==> src/rtl/load_tid_tracker.sv <==
// Purpose : tracks outstanding dcache loads; grants a TID per load, stores its payload,
//           and returns the payload when the memory response for that TID arrives.
// Latency : grant is combinational; response -> rsp_valid_o/err_o is 1 cycle (registered).
// Backpr. : alloc_ready_o drops when every entry is occupied or flush_i is high; responses are never stalled.
// Optional: LOAD_TID_KILL_STATS_EN enables the saturating killed-response counter on kill_cnt_o.
// Ports   : clk_i/rst_i (sync, active-high); alloc_valid_i/alloc_ready_o/alloc_payload_i/alloc_tid_o
//           allocation handshake; rsp_valid_i/rsp_tid_i memory response; flush_i kills outstanding
//           loads; rsp_valid_o/rsp_tid_o/rsp_payload_o forwarded response; err_o bad-TID pulse;
//           empty_o/count_o occupancy; kill_cnt_o killed-response count.
module load_tid_tracker #(
  parameter int  NR_ENTRIES    = 2,
  parameter int  TID_WIDTH     = 2,
  parameter int  PAYLOAD_WIDTH = 8,
  localparam int CNT_W         = $clog2(NR_ENTRIES + 1)
) (
  input  logic                     clk_i,
  input  logic                     rst_i,
  input  logic                     alloc_valid_i,
  output logic                     alloc_ready_o,
  input  logic [PAYLOAD_WIDTH-1:0] alloc_payload_i,
  output logic [TID_WIDTH-1:0]     alloc_tid_o,
  input  logic                     rsp_valid_i,
  input  logic [TID_WIDTH-1:0]     rsp_tid_i,
  input  logic                     flush_i,
  output logic                     rsp_valid_o,
  output logic [TID_WIDTH-1:0]     rsp_tid_o,
  output logic [PAYLOAD_WIDTH-1:0] rsp_payload_o,
  output logic                     err_o,
  output logic                     empty_o,
  output logic [CNT_W-1:0]         count_o,
  output logic [15:0]              kill_cnt_o
);

  // occ=0 -> FREE; occ=1,killed=0 -> LIVE; occ=1,killed=1 -> KILLED.
  typedef struct packed {
    logic                     occ;
    logic                     killed;
    logic [PAYLOAD_WIDTH-1:0] payload;
  } entry_t;

  entry_t [NR_ENTRIES-1:0] ent_q, ent_d;

  logic                     grant_found;
  logic [TID_WIDTH-1:0]     grant_tid;
  logic                     alloc_fire;
  logic [NR_ENTRIES-1:0]    rsp_hit;     // response addresses an occupied entry
  logic                     live_hit;
  logic [TID_WIDTH-1:0]     fwd_tid;
  logic [PAYLOAD_WIDTH-1:0] fwd_payload;
  logic                     err_d;
  logic [CNT_W-1:0]         cnt;

  logic                     rsp_valid_q;
  logic [TID_WIDTH-1:0]     rsp_tid_q;
  logic [PAYLOAD_WIDTH-1:0] rsp_payload_q;
  logic                     err_q;

  // Lowest-index free entry, from registered occupancy only. An entry freed by
  // a response this cycle is still seen as occupied, so it is grantable next cycle.
  always_comb begin
    grant_found = 1'b0;
    grant_tid   = '0;
    for (int i = NR_ENTRIES - 1; i >= 0; i--) begin
      if (!ent_q[i].occ) begin
        grant_found = 1'b1;
        grant_tid   = TID_WIDTH'(i);
      end
    end
  end

  assign alloc_ready_o = grant_found && !flush_i;
  assign alloc_tid_o   = grant_tid;
  assign alloc_fire    = alloc_valid_i && alloc_ready_o;

  always_comb begin
    for (int i = 0; i < NR_ENTRIES; i++) begin
      rsp_hit[i] = rsp_valid_i && (rsp_tid_i == TID_WIDTH'(i)) && ent_q[i].occ;
    end
  end

  // Out-of-range TIDs never match any entry, so they fall into the error case.
  assign err_d = rsp_valid_i && !(|rsp_hit);

  always_comb begin
    ent_d       = ent_q;
    live_hit    = 1'b0;
    fwd_tid     = '0;
    fwd_payload = '0;
    for (int i = 0; i < NR_ENTRIES; i++) begin
      if (rsp_hit[i]) begin
        // Response wins over a simultaneous flush for the entry it retires.
        if (!ent_q[i].killed) begin
          live_hit    = 1'b1;
          fwd_tid     = TID_WIDTH'(i);
          fwd_payload = ent_q[i].payload;
        end
        ent_d[i].occ    = 1'b0;
        ent_d[i].killed = 1'b0;
      end else if (flush_i && ent_q[i].occ) begin
        ent_d[i].killed = 1'b1;
      end
      // Grants only target entries free in ent_q, so this never collides with a hit.
      if (alloc_fire && (grant_tid == TID_WIDTH'(i))) begin
        ent_d[i].occ     = 1'b1;
        ent_d[i].killed  = 1'b0;
        ent_d[i].payload = alloc_payload_i;
      end
    end
  end

  always_comb begin
    cnt = '0;
    for (int i = 0; i < NR_ENTRIES; i++) begin
      cnt = cnt + CNT_W'(ent_q[i].occ);
    end
  end

  always_ff @(posedge clk_i) begin
    if (rst_i) begin
      ent_q         <= '0;
      rsp_valid_q   <= 1'b0;
      rsp_tid_q     <= '0;
      rsp_payload_q <= '0;
      err_q         <= 1'b0;
    end else begin
      ent_q       <= ent_d;
      rsp_valid_q <= live_hit;
      err_q       <= err_d;
      if (live_hit) begin
        rsp_tid_q     <= fwd_tid;
        rsp_payload_q <= fwd_payload;
      end
    end
  end

  assign rsp_valid_o   = rsp_valid_q;
  assign rsp_tid_o     = rsp_tid_q;
  assign rsp_payload_o = rsp_payload_q;
  assign err_o         = err_q;
  assign count_o       = cnt;
  assign empty_o       = (cnt == '0);

`ifdef LOAD_TID_KILL_STATS_EN
  logic        kill_hit;
  logic [15:0] kill_cnt_q;

  always_comb begin
    kill_hit = 1'b0;
    for (int i = 0; i < NR_ENTRIES; i++) begin
      if (rsp_hit[i] && ent_q[i].killed) kill_hit = 1'b1;
    end
  end

  always_ff @(posedge clk_i) begin
    if (rst_i) begin
      kill_cnt_q <= '0;
    end else if (kill_hit && (kill_cnt_q != 16'hFFFF)) begin
      kill_cnt_q <= kill_cnt_q + 16'd1;
    end
  end

  assign kill_cnt_o = kill_cnt_q;
`else
  assign kill_cnt_o = 16'h0000;
`endif

endmodule

==> config.mk <==
export PLATFORM = sky130hd
export DESIGN_NAME = load_tid_tracker
export DESIGN_NICKNAME = d
export VERILOG_FILES = /design/src/rtl/load_tid_tracker.sv
export SDC_FILE = /design/constraint.sdc
export NUM_CORES = 1
export LEC_CHECK = 0
export ABC_AREA = 1
export BUFFER_PORTS_ARGS = -buffer_cell sky130_fd_sc_hd__buf_2
export CORE_UTILIZATION = 30
export DETAILED_ROUTE_END_ITERATION = 6
export GPL_TIMING_DRIVEN = 0
export MAX_ROUTING_LAYER = met4
export SLEW_MARGIN = 20
export SYNTH_ARGS = -nofsm -noshare
export SYNTH_HDL_FRONTEND = slang
export SYNTH_SLANG_ARGS = --single-unit
==> constraint.sdc <==
create_clock -name clk_i -period 2.1 [get_ports clk_i]
set_clock_uncertainty 0.15 [all_clocks]
set_input_delay 0.315 -clock clk_i [delete_from_list [all_inputs] [get_ports clk_i]]
set_output_delay 0.315 -clock clk_i [all_outputs]
set_load 0.02 [all_outputs]
==> impl_metrics.py <==
metrics = {
    "outcome": {
        "status": "completed",
    },
    "cells_and_area": {
        "final_cell_mix": "nor2_1 (35), nand2_1 (32), buf_2 (31), dfxtp_1 (31), inv_1 (23)",
        "layout-drive-gt1-share_pct": 26.3,
        "fillers": 536,
        "area_delta_synth_final_pct": 26.6,
        "layout.nets": 279,
        "num_antenna_cells": 0,
        "final_util_pct": 39.9,
        "layout_commonest_cell": "nor2_1",
    },
    "global_routing": {
        "grt_usage_pct": 13.8,
        "grt_pass1_vias": 1171,
        "grt_pass1_wl_um": 5360,
        "grt_overflow": 0,
        "antenna_found_initial": 0,
        "grt_max_degree": 11,
    },
    "pwr": {
        "p_leak_nw": 0.962,
        "ir_drop_uv": 301,
        "powerDensity_mw_per_mm2": 696,
    },
    "sta": {
        "hold_viol": 0,
        "min_period_ns": 1.70,
        "fin_setup_tns_ns": 0,
        "rsz0062_at_grt": "no",
        "finalCritPeriodShare_pct": 81.1,
        "setup_viol": 0,
        "timing.fmax_ghz": 0.587,
        "drv_slew": 0,
    },
    "synth": {
        "ys.flop_type": "dfxtp_1",
        "ys.warnings.count": 0,
        "synthCells": 207,
        "yosys-top-cells-area": "dfxtp_1 (41%), buf_4 (9.0%), nor2_1 (8.8%)",
        "synth-seq-cells": 31,
        "ys_types": 21,
        "synthesis.area_mm2": 0.00150,
        "yosysTopAreaCellShare_pct": 41.4,
        "yosysSeqAreaShare_pct": 41.4,
        "synth_edf_count": 0,
        "yosys.area.top_type": "dfxtp_1",
        "synthArstFlopShare_pct": 0,
        "syn_avg_cell_area_um2": 7.24,
    },
    "floorplan": {
        "initial_core_util_pct": 31.5,
        "design.core.area_mm2": 0.00475,
        "rows": 25,
        "die_w_um": 72.7,
        "pin_count": 49,
        "die_h_um": 72.7,
        "die_area_mm2": 0.00528,
    },
    "worst_setup_path": {
        "path_max_fanout": 6,
        "reg2reg_depth": 7,
        "worstSetupPathType": "reg -> out",
        "start_kind": "flop",
        "crit_family": "flip-flops",
        "r2r-start": "ent_q[9]$_SDFFE_PP0P_",
        "cp-end-kind": "primary output",
        "timing.rr.end": "ent_q[2]$_SDFFE_PP0P_",
        "crit_chain": "inv_1 > ha_1 > buf_2",
        "crit_slowest_cell": "dfxtp_1",
        "rrSetupSlack_ns": 0.46,
        "required_ns": 1.63,
        "slowest_delay_ns": 0.43,
        "worstPathArrival_ns": 1.24,
        "critPathBufInv": 2,
    },
    "drt": {
        "drc": 0,
        "wl_per_cell_um": 9.46,
        "ant_nets": 0,
        "finalWirelength_um": 3110,
        "vias": 1288,
        "drt-initial-drc-count": 50,
        "drtPass1Iterations": 4,
        "drt-vias-per-instance": 3.91,
    },
    "clock_network": {
        "cts-root-buf": "clkbuf_8",
        "cts_buffers": 5,
        "clock_sinks": 31,
        "clk_latency_ns": 0.28,
        "postCtsSetupRepairBufs": 0,
        "cts_resized": 0,
        "cts_buffer_depth": 2,
        "cts_tree": "built",
        "cts.clk_slew.worst_paths_ns": 0.06,
        "holdBufCountCts": 0,
        "h-tree-depth": 2,
    },
    "hold_path": {
        "hold_depth": 2,
        "worstHoldStart": "rst_i",
        "hold_path_end": "ent_q[19]$_SDFFE_PP0P_",
        "hp-class": "in -> reg",
    },
    "flow_run": {
        "maxCapViolations": 0,
    },
    "placement": {
        "numPortBuffers": 30,
        "place.gp.congestion": 0.737,
        "hpwl_um": 2250,
    },
}
[layer usage]
metal	vias to the layer above	global-route usage, %	routed length [um]
met1	525	17.0	1460
met4	0	4.14	32
met2	39	21.1	1390
met5	-	-	0
li1	720	-	-
met3	4	5.25	229
[cell usage after synthesis, types with 2 or more instances]
| master | n |
|---|---|
| ha_1 | 3 |
| nor2_4 | 2 |
| nor3_1 | 2 |
| nand3_1 | 17 |
| nor2_2 | 2 |
| buf_4 | 18 |
| inv_2 | 4 |
| o21ai_0 | 17 |
| a21oi_1 | 13 |
| dfxtp_1 | 31 |
| inv_1 | 23 |
| nor2_1 | 35 |
| nand2_1 | 32 |
[worst max path at each step]
stage,startpoint,end,cells past startpoint
4_1_cts,ent_q[9]$_SDFFE_PP0P_,count_o[0],3
2_1_floorplan,ent_q[9]$_SDFFE_PP0P_,ent_q[0]$_SDFFE_PP0P_,7
3_3_place_gp,ent_q[9]$_SDFFE_PP0P_,ent_q[2]$_SDFFE_PP0P_,7
6_report,ent_q[9]$_SDFFE_PP0P_,count_o[0],3
5_1_grt,ent_q[9]$_SDFFE_PP0P_,ent_q[6]$_SDFFE_PP0P_,7
3_5_place_dp,ent_q[9]$_SDFFE_PP0P_,ent_q[6]$_SDFFE_PP0P_,7
[metrics by stage]
step / total power, mW / std cells / worst slack [ns] / area [um^2] / hold slack [ns]
after detailed placement: 0.823 / 321 / 0.444 / 1800 / 0.285
final: 1.32 / 329 / 0.397 / 1900 / 0.108
after global placement: 0.821 / 321 / 0.441 / 1800 / 0.282
after floorplan: 0.775 / 224 / 0.386 / 1560 / 0.234
after global routing: 1.39 / 329 / 0.309 / 1900 / 0.109
after CTS: 1.34 / 329 / 0.376 / 1900 / 0.0986
[sequential cells by signal, summed over array words and instances (netlist names)]
name / flops
ent_q: 20
rsp_payload_o: 8
err_o: 1
rsp_tid_o: 1
rsp_valid_o: 1
[cells by family (layout without fill, tap and decap cells)]
| group | after synthesis | in the layout | synth area share [%] |
|---|---|---|---|
| adders and majority gates | 3 | 3 | 2.51 |
| buffers and inverters | 49 | 87 | 17.6 |
| DFF | 31 | 31 | 41.4 |
| AOI/OAI and AO/OA | 30 | 30 | 10.0 |
| and+or+nand+nor | 93 | 93 | 28.2 |
| other | 1 | 18 | 0.250 |
[where the power goes]
| group | switching, mW | internal [mW] |
|---|---|---|
| Sequential | 0.0134 | 0.613 |
| Combinational | 0.114 | 0.0692 |
| Clock | 0.212 | 0.299 |
| Total | 0.339 | 0.980 |
[area by class of cell]
class                      count  area [um^2]  share of cell area, %
buffer                        22          163                   8.58
clock buffer                   8          100                   5.28
inverter                      27          101                   5.35
multi-input combinational    144          677                   35.7
sequential                    31          621                   32.7
tap                           67         83.8                   4.42
timing repair buffer          30          150                   7.92
(Power assumes the default switching activity.)
